File: config.mk
export PLATFORM = sky130hd
export DESIGN_NAME = divisor_seq
export DESIGN_NICKNAME = d
export VERILOG_FILES = /design/src/rtl/divisor_seq.sv
export SDC_FILE = /design/constraint.sdc
export NUM_CORES = 1
export LEC_CHECK = 0
export CAP_MARGIN = 20
export CORE_MARGIN = 5
export CORE_UTILIZATION = 30
export CTS_CLUSTER_DIAMETER = 50
export DETAILED_ROUTE_END_ITERATION = 12
export PLACE_DENSITY = 0.57
export SYNTH_ARGS = -nofsm -noshare
export SYNTH_HDL_FRONTEND = slang
export SYNTH_SLANG_ARGS = --single-unit
File: constraint.sdc
create_clock -name clk -period 2.7 [get_ports clk]
set_clock_uncertainty 0.1 [all_clocks]
set_input_delay 0.54 -clock clk [delete_from_list [all_inputs] [get_ports clk]]
set_output_delay 0.54 -clock clk [all_outputs]
set_load 0.1 [all_outputs]
File: src/rtl/divisor_seq.sv
// Sequential restoring radix-2 divider, one quotient bit per clock.
// Optional two's-complement mode with divide-by-zero and overflow flags.
module divisor_seq #(
    parameter int WIDTH  = 8,
    parameter bit SIGNED = 1'b0
) (
    input  logic             clk,
    input  logic             rst,
    input  logic             start,
    input  logic [WIDTH-1:0] dividend,
    input  logic [WIDTH-1:0] divisor,
    output logic             ready,
    output logic             done,
    output logic [WIDTH-1:0] quotient,
    output logic [WIDTH-1:0] remainder,
    output logic             div_by_zero,
    output logic             overflow
);

    localparam int CW = $clog2(WIDTH);
    localparam logic [WIDTH-1:0] MIN_VAL = {1'b1, {(WIDTH-1){1'b0}}};

    typedef enum logic [1:0] {
        S_IDLE,
        S_RUN,
        S_FIN
    } state_e;

    state_e           state_q, state_d;
    logic [CW-1:0]    cnt_q, cnt_d;
    logic [WIDTH-1:0] dvd_q, dvd_d;
    logic [WIDTH-1:0] dsr_q, dsr_d;
    logic [WIDTH-1:0] pr_q, pr_d;
    logic             negq_q, negq_d;
    logic             negr_q, negr_d;
    logic             dzp_q, dzp_d;
    logic             ovp_q, ovp_d;
    logic             ready_q, ready_d;
    logic             done_q, done_d;
    logic [WIDTH-1:0] quo_q, quo_d;
    logic [WIDTH-1:0] rem_q, rem_d;
    logic             dzf_q, dzf_d;
    logic             ovf_q, ovf_d;

    logic             a_neg, b_neg, b_zero;
    logic [WIDTH-1:0] a_mag, b_mag;
    logic [WIDTH:0]   shifted;
    logic             ge;
    logic [WIDTH-1:0] diff;
    logic [WIDTH-1:0] q_fix, r_fix;

    always_comb begin
        a_neg  = SIGNED && dividend[WIDTH-1];
        b_neg  = SIGNED && divisor[WIDTH-1];
        a_mag  = a_neg ? (~dividend + 1'b1) : dividend;
        b_mag  = b_neg ? (~divisor + 1'b1) : divisor;
        b_zero = (divisor == '0);

        // Partial remainder stays below the divisor, so the W-bit
        // modular difference is exact whenever the trial succeeds.
        shifted = {pr_q, dvd_q[WIDTH-1]};
        ge      = (shifted >= {1'b0, dsr_q});
        diff    = shifted[WIDTH-1:0] - dsr_q;

        q_fix = negq_q ? (~dvd_q + 1'b1) : dvd_q;
        r_fix = negr_q ? (~pr_q + 1'b1) : pr_q;

        state_d = state_q;
        cnt_d   = cnt_q;
        dvd_d   = dvd_q;
        dsr_d   = dsr_q;
        pr_d    = pr_q;
        negq_d  = negq_q;
        negr_d  = negr_q;
        dzp_d   = dzp_q;
        ovp_d   = ovp_q;
        ready_d = ready_q;
        done_d  = 1'b0;
        quo_d   = quo_q;
        rem_d   = rem_q;
        dzf_d   = dzf_q;
        ovf_d   = ovf_q;

        unique case (state_q)
            S_IDLE: begin
                if (start) begin
                    // Divide-by-zero keeps the raw dividend for the remainder.
                    dvd_d   = b_zero ? dividend : a_mag;
                    dsr_d   = b_mag;
                    pr_d    = '0;
                    cnt_d   = '0;
                    negq_d  = a_neg ^ b_neg;
                    negr_d  = a_neg;
                    dzp_d   = b_zero;
                    ovp_d   = SIGNED && (dividend == MIN_VAL) && (&divisor);
                    ready_d = 1'b0;
                    state_d = b_zero ? S_FIN : S_RUN;
                end
            end
            S_RUN: begin
                pr_d  = ge ? diff : shifted[WIDTH-1:0];
                dvd_d = {dvd_q[WIDTH-2:0], ge};
                cnt_d = cnt_q + CW'(1);
                if (cnt_q == CW'(WIDTH-1)) begin
                    state_d = S_FIN;
                end
            end
            S_FIN: begin
                quo_d   = dzp_q ? '1 : q_fix;
                rem_d   = dzp_q ? dvd_q : r_fix;
                dzf_d   = dzp_q;
                ovf_d   = ovp_q;
                done_d  = 1'b1;
                ready_d = 1'b1;
                state_d = S_IDLE;
            end
            default: begin
                ready_d = 1'b1;
                state_d = S_IDLE;
            end
        endcase
    end

    always_ff @(posedge clk or posedge rst) begin
        if (rst) begin
            state_q <= S_IDLE;
            cnt_q   <= '0;
            dvd_q   <= '0;
            dsr_q   <= '0;
            pr_q    <= '0;
            negq_q  <= 1'b0;
            negr_q  <= 1'b0;
            dzp_q   <= 1'b0;
            ovp_q   <= 1'b0;
            ready_q <= 1'b1;
            done_q  <= 1'b0;
            quo_q   <= '0;
            rem_q   <= '0;
            dzf_q   <= 1'b0;
            ovf_q   <= 1'b0;
        end else begin
            state_q <= state_d;
            cnt_q   <= cnt_d;
            dvd_q   <= dvd_d;
            dsr_q   <= dsr_d;
            pr_q    <= pr_d;
            negq_q  <= negq_d;
            negr_q  <= negr_d;
            dzp_q   <= dzp_d;
            ovp_q   <= ovp_d;
            ready_q <= ready_d;
            done_q  <= done_d;
            quo_q   <= quo_d;
            rem_q   <= rem_d;
            dzf_q   <= dzf_d;
            ovf_q   <= ovf_d;
        end
    end

    assign ready       = ready_q;
    assign done        = done_q;
    assign quotient    = quo_q;
    assign remainder   = rem_q;
    assign div_by_zero = dzf_q;
    assign overflow    = SIGNED && ovf_q;

endmodule

==> impl_metrics.ini, run 1 <==
[clock_network]
cts.sinks = 49
ctsResizeCount = 0
cts_buffers = 5
path_clk_slew_ps = 90
clk_path_buf_depth = 2
cts_tree = done
htreeDepth = 2
cts_setup_buffers = 0
cts-root-buf = clkbuf_8
ctsHoldBuffers = 0
clk_latency_ps = 300

[detailed_routing]
final_antenna_net_count = 0
avgViaCountPerCell = 4.888
dr.pass1.iters = 4
post-route-drc-count = 0
drt_iter0_markers = 84
wl_per_cell_um = 13.95
routed_wl_mm = 5.749
via_count = 2014

[setup_path]
worst_ep_arrival_time_ps = 2380
cp-start-kind = flip-flop
worst_r2r_endpoint = pr_q[3]
ff2ff_setup_slack_ps = 400
end_kind = flip-flop
required_ps = 2790
r2r_start = pr_q[3]
rr_worst_depth = 6
critical_path.max_fanout = 8
crit_type = reg2reg

[timing]
period_needed_ps = 2300
fin_crit_sh_pct = 85.17
tns_ps = 0
tightest_slew_ps = 760.8
finalHoldViolations = 0
slew_violations = 0
finalSetupViolCount = 0
slew_headroom_pct = 49.28
rsz0062_at_grt = no
timing.fmax_ghz = 0.4348

[floorplanning]
core_um2 = 8258
die_h_um = 102.4
io_pins = 39
initial_core_util_pct = 31.05
rows = 33
die-area_um2 = 10490
die_x_um = 102.4

[place]
portBuffers = 37
place_congestion = 0.8532
hpwl_mm = 4.417

[outcome]
outcome = finished clean

[yosys]
seq_area_frac_synth_pct = 47.88
syn_area_um2 = 2564
synth_cell_types = 45
netlist_instances = 269
synth_nets = 299
avgSynthCellArea_um2 = 9.531
ys_ff_latch = 49
yosysWarnings = 0

[hold_path]
whs_path_depth = 2
hp-class = reg2reg
whs_endpoint = remainder[6]
min_from = remainder[6]

[layout]
utilization_pct = 37.82
area_growth_pct = 21.82
fin_nets = 336
nFillCells = 850
diodes = 0
layout-drive-gt1-share_pct = 14.01

[global_routing]
antenna_found_initial = 0
overflow = 0
track_usage_pct = 12.02
grt_pass1_vias = 2013
grt_start_max_net_pins = 35
grt_pass1_wl_mm = 10.11

[job]
max-cap-violations = 0
kinds of logic after synthesis:
group                    after synthesis  synth area share [%]
XOR/XNOR                               1                0.3417
multiplexers                          17                 6.784
buffers and inverters                 28                 4.539
adder cells (fa/ha/maj)               11                 5.661
flip-flops                            49                 47.88
other                                  1                0.1463
AO/OA/AOI/OAI                         72                 18.45
AND/OR/NAND/NOR                       90                 16.20
per-layer routing:
metal	global-route usage, %	up-vias	routed length [µm]	part of all wire, %
li1	-	1023	-	-
met4	2.926	0	57	0.99
met5	0	-	0	0
met3	3.003	6	387	6.7
met1	17.09	930	2805	49
met2	18.37	55	2499	43
through the flow:
step	hold WS (ps)	cells	instance area [µm²]	setup slack, ps
global route	400.0	412	3123	220.1
global placement	362.2	404	3007	494.0
finish	383.8	412	3123	400.3
CTS	391.6	412	3123	422.6
detailed placement	371.0	404	3007	454.1
floorplan	366.2	269	2564	620.0
how the worst max path moves through the flow:
stage,to,slack (ps),from
after detailed placement,pr_q[6],450,dvd_q[7]
after CTS,pr_q[6],420,dvd_q[7]
after global placement,dsr_q[0],490,start
final,pr_q[3],400,pr_q[3]
after floorplan,pr_q[6],620,dvd_q[7]
after global routing,pr_q[3],220,pr_q[3]
synth_stat cells (all sizes together):
cell type	count	share of area [%]
dfrtp	48	47
or4	2	0.59
a31o	1	0.34
mux2i	14	5.5
or2b	1	0.29
nand3	4	0.78
dfstp	1	1.0
a2111o	1	0.44
and3	1	0.24
a32o	2	0.78
inv	14	2.0
a22o	2	0.68
fa	1	0.78
nand3b	2	0.59
nor2b	6	1.5
and2	4	0.98
conb	1	0.15
o211ai	3	0.88
a311o	2	0.83
o22ai	1	0.24
xnor2	1	0.34
nand4	4	0.98
nand2	41	6.0
a21oi	7	1.5
o311ai	1	0.34
nor3b	1	0.29
nand2b	4	0.98
o2111ai	2	0.68
a41oi	2	0.68
clkbuf	6	0.88
or3	1	0.24
o21ai	42	8.3
a211oi	1	0.29
buf	8	1.6
a32oi	1	0.34
a311oi	4	2.1
nor2	19	2.8
ha	10	4.9
mux2	3	1.3
registers in the layout, indices dropped and copies added, names as in the netlist:
register     flops
div_by_zero      1
ready            1
state_q          2
cnt_q            3
quotient         8
dvd_q            8
dzp_q            1
done             1
dsr_q            8
pr_q             8
remainder        8
placed cells by master, fill, tap and decap left out, types with 3 or more instances in the layout:
cell type and n:
ha_1 10, clkbuf_8 6, mux2_2 3, o21ai_0 41, nand4_1 4, nand2b_1 4, nor2b_1 6, dfrtp_1 48
nand3_1 4, inv_1 13, clkdlybuf4s50_1 18, a21oi_1 6, o211ai_1 3, a311oi_1 3, buf_4 26, mux2i_1 14
nor2_1 19, nand2_1 41, and2_1 4
worst max-delay path: stages (launching register included):
cell and delay (ps):
dfrtp_1 440, ha_1 380, a21oi_1 340, o21ai_0 190, nand2_1 270, a211oi_1 130
a311o_1 340
cell type report:
type                       count  area, µm²  area share, %
clock buffer                   7      86.33          2.764
clock inverter                 1      30.03         0.9615
sequential                    49       1227          39.30
tap                          105      131.4          4.207
multi-input combinational    192       1220          39.06
timing repair buffer          44      375.4          12.02
inverter                      14      52.55          1.683
Power of run 1 is not shown: default switching activity piles up to over one toggle a cycle in this logic, so the estimate is an artifact.
==> run 2: changes to the inputs <==
==> constraint.sdc (replaced) <==
create_clock -name clk -period 2.7 [get_ports clk]
set_clock_uncertainty 0.1 [all_clocks]
set_input_delay 0.405 -clock clk [delete_from_list [all_inputs] [get_ports clk]]
set_output_delay 0.405 -clock clk [all_outputs]
set_load 0.1 [all_outputs]
==> impl_metrics.ini, run 2 (same netlist as run 1, synthesis figures left out) <==
[detailed_routing]
dr.pass1.iters = 4
wl_per_cell_um = 13.96
routed_wl_mm = 5.737
avgViaCountPerCell = 4.861
via_count = 1998
final_antenna_net_count = 0
post-route-drc-count = 0
drt_iter0_markers = 112

[setup_path]
startpoint = dvd_q[7]
worst_ep_arrival_time_ps = 2420
cp-start-kind = flip-flop
end_kind = flip-flop
crit_type = reg2reg
ff2ff_setup_slack_ps = 410
path_cells = inv_1 > ha_1 > fa_1 > nand2b_1 > a2111o_1 > o311ai_0 > o21ai_0 > o211ai_1
critical_path.max_fanout = 4
worst_path_max_delay_cell = fa_1
worst_r2r_endpoint = pr_q[6]
rr_worst_depth = 8
required_ps = 2820
r2r_start = dvd_q[7]
slowest_delay_ps = 390

[clock_network]
cts_tree = done
ctsResizeCount = 0
path_clk_slew_ps = 90
htreeDepth = 2
ctsHoldBuffers = 0
cts-root-buf = clkbuf_8
clk_path_buf_depth = 2
clk_latency_ps = 300
cts.sinks = 49
cts_buffers = 5
cts_setup_buffers = 0

[floorplanning]
initial_core_util_pct = 31.05
die_h_um = 102.4
die-area_um2 = 10490
rows = 33
die_x_um = 102.4
io_pins = 39
core_um2 = 8258

[place]
portBuffers = 37
hpwl_mm = 4.336
place_congestion = 0.8966

[global_routing]
grt_start_max_net_pins = 50
overflow = 0
grt_pass1_wl_mm = 9.832
grt_pass1_vias = 2011
antenna_found_initial = 0
track_usage_pct = 11.71

[hold_path]
min_from = quotient[5]
whs_endpoint = quotient[5]
whs_path_depth = 2
hp-class = reg2reg

[layout]
fin_nets = 335
area_growth_pct = 21.67
diodes = 0
final_common_cell = dfrtp_1
final_cell_mix = 48 x dfrtp_1, 41 x nand2_1, 41 x o21ai_0
layout-drive-gt1-share_pct = 14.05

[timing]
tns_ps = 0
finalHoldViolations = 0
fin_crit_sh_pct = 84.93
rsz0062_at_grt = no
tightest_slew_ps = 783.9
period_needed_ps = 2293
timing.fmax_ghz = 0.4361
slew_violations = 0
slew_headroom_pct = 47.74
finalSetupViolCount = 0

[outcome]
outcome = finished clean

[job]
max-cap-violations = 0
run 2: cell types whose count changed in the layout (fill, tap and decap cells not counted):
| cell | previous run | this run |
|---|---|---|
| buf_4 | 26 | 25 |
| clkbuf_1 | 1 | 0 |
| clkinvlp_4 | 0 | 1 |
run 2: routing by layer:
layer	up-vias	track usage [%]	share of wire [%]
li1	1015	-	-
met1	933	15.89	49
met2	41	18.77	44
met3	9	2.457	5.2
met4	0	3.532	1.4
met5	-	0	0
run 2: stage by stage:
step	area (µm²)	utilization, %	hold slack [ps]	std cells	setup WS [ps]
2_1_floorplan	2564	-	366.2	269	620.0
3_3_place_gp	2999	36.32	366.2	403	479.7
3_5_place_dp	2999	36.32	371.6	403	450.4
4_1_cts	3119	37.77	394.3	411	403.4
5_1_grt	3119	37.77	416.2	411	302.8
6_report	3119	37.77	385.4	411	406.8
run 2: layout make-up:
class | instances | area, µm²
inverters | 14 | 52.55
flip-flops and latches | 49 | 1227
clock buffers | 6 | 82.58
fillers | 860 | 5139
repair buffers | 43 | 367.9
well taps | 105 | 131.4
clock inverters | 2 | 37.54
multi-input cells | 192 | 1220
run 2: critical path, delay by kind of cell (launching register included):
family | cells | cell delay (ps)
AO/OA/AOI/OAI | 4 | 810
adder cells (fa/ha/maj) | 2 | 650
flip-flops | 1 | 380
AND/OR/NAND/NOR | 1 | 200
buffers and inverters | 1 | 90
run 2: worst max-delay path by stage:
stage / end
final: pr_q[6]
after global routing: pr_q[6]
after CTS: pr_q[6]
after detailed placement: pr_q[6]
after global placement: pr_q[6]
after floorplan: pr_q[6]
Power of run 2 is left out for the same reason.
==> RTL change, RTL diff (settings of run 1) <==
`SIGNED`: 1'b0 -> 1'b1.
--- a/src/rtl/divisor_seq.sv
+++ b/src/rtl/divisor_seq.sv
@@ -4,3 +4,3 @@
     parameter int WIDTH  = 8,
-    parameter bit SIGNED = 1'b0
+    parameter bit SIGNED = 1'b1
 ) (
Check against the original RTL: no difference found for any inputs over 10 cycles, from zero or initial values and one cycle with rst high; that may be too few to reach the edited logic, so the function may still have changed.
==> RTL change against run 1 <==
Area after synthesis grew 27%; die area increased by 24%; design area increased by 23%; cell count grew 29%; sequential share of layout area shrank 4.7 points; largest cell class is now multi-input combinational cells; highest routed layer unchanged; worst setup slack got worse by 0.17 ns; hold slack got worse by 0.0080 ns; wire length rose by 31%; count of clock-buffer cells in the layout did not move; sequential cell count increased by 4.
Power is left out: the tool's default activity adds up to more than one toggle a clock period on the data nets, which glitch-free logic cannot reach.
==> RTL change: results (changes against run 1) <==
[grt]
use_met2_pct=18.42  ; was 18.37%
grt_pass1_wl_mm=12.63  ; was 10.11 mm
grtUsageTotal_pct=11.99  ; was 12.02%
grt_max_degree=36  ; was 35
grtUsageMet3_pct=2.334  ; was 3.003%
grt_use_met1_pct=17.60  ; was 17.09%
grt_pass1_vias=2564  ; was 2013

[placement]
dp_hpwl_mm=5.791  ; was 4.417 mm
post-place-ws_ns=-0.007306  ; was 0.4541 ns
numPortBuffers=38  ; was 37
gp_congestion=0.7530  ; was 0.8532

[route]
drt-initial-drc-count=123  ; was 84
post_drt_wl_per_cell_um=14.11  ; was 13.95 µm
viasPerCell=4.846  ; was 4.888
dr_wl_met2_mm=3.325  ; was 2.499 mm
met3_length_um=324  ; was 387 µm
wirelength_met1_mm=3.826  ; was 2.805 mm

[run_status]
status=finished clean  ; unchanged

[yosys]
synth_top_cells_by_count=52 x dfrtp_1, 49 x nand2_1, 33 x o21ai_0  ; was 48 x dfrtp_1, 41 x nand2_1, 41 x o21ai_0
synth_area_leaders=dfrtp_1 40%, ha_1 5.8%, nand2_1 5.7%  ; was dfrtp_1 47%, o21ai_0 8.0%, nand2_1 6.0%
ys_types=56  ; was 45
synth_seq_area_share_pct=40.90  ; was 47.88%
synth_nets=390  ; was 299

[final_layout]
drive_above_1_share_pct=14.80  ; was 14.01%
multi_input_cells=260  ; was 192
multi_input_area_share_pct=45.55  ; was 39.06%
buffers=48  ; was 44
fillers=1123  ; was 850
inv_count=23  ; was 14
final_nets=426  ; was 336
nonClkBufAreaFrac_pct=10.90  ; was 12.02%
clock_area_share_pct=2.121  ; was 3.726%
ff_latch_area_um2=1328  ; was 1227 µm²
largest_class=multi-input combinational cells  ; was registers

[setup_path]
worst-r2r-cell-count=7  ; was 6
critPathArrivalTime_ns=2.52  ; was 2.38 ns
slowest_delay_ns=0.53  ; was 0.44 ns
critPathMaxFanout=14  ; was 8
path_delay_family=compound AO/OA/AOI/OAI gates  ; unchanged

[clock_network]
cts_root_buffer=clkbuf_8  ; unchanged
postCtsSetupRepairBufs=0  ; unchanged
cts.sinks=53  ; was 49

[sta]
relSlewSlack_pct=56.67  ; was 49.28%

==> RTL change: worst paths after layout <==
path / slack, ns / from / to
worst min-delay path: 0.38 / quotient[5] / quotient[5]
worst max-delay path: 0.23 / pr_q[4] / pr_q[7]
min in group asynchronous: 0.45 / rst / remainder[1]
max in group asynchronous: 1.46 / rst / ready
worst min register to register: 0.38 / quotient[5] / quotient[5]
worst max register to register: 0.23 / pr_q[4] / pr_q[7]
==> RTL change: cell families after synthesis <==
logic type / count (synthesis) / share of synthesized area, %
multiplexers: 13 / 4.125
flip-flops: 53 / 40.90
XOR/XNOR: 26 / 7.479
AND/OR/NAND/NOR: 112 / 16.77
AO/OA/AOI/OAI: 93 / 19.04
adder cells (fa/ha/maj): 16 / 6.399
buffers and inverters: 42 / 5.281
==> RTL change: metrics by stage <==
step	instance area, µm²	hold slack (ns)	instances
final	3835	0.3758	532
after global placement	3754	0.3658	524
after floorplan	3246	0.3460	355
after detailed placement	3754	0.3632	524
after global routing	3835	0.4152	532
after CTS	3835	0.3853	532
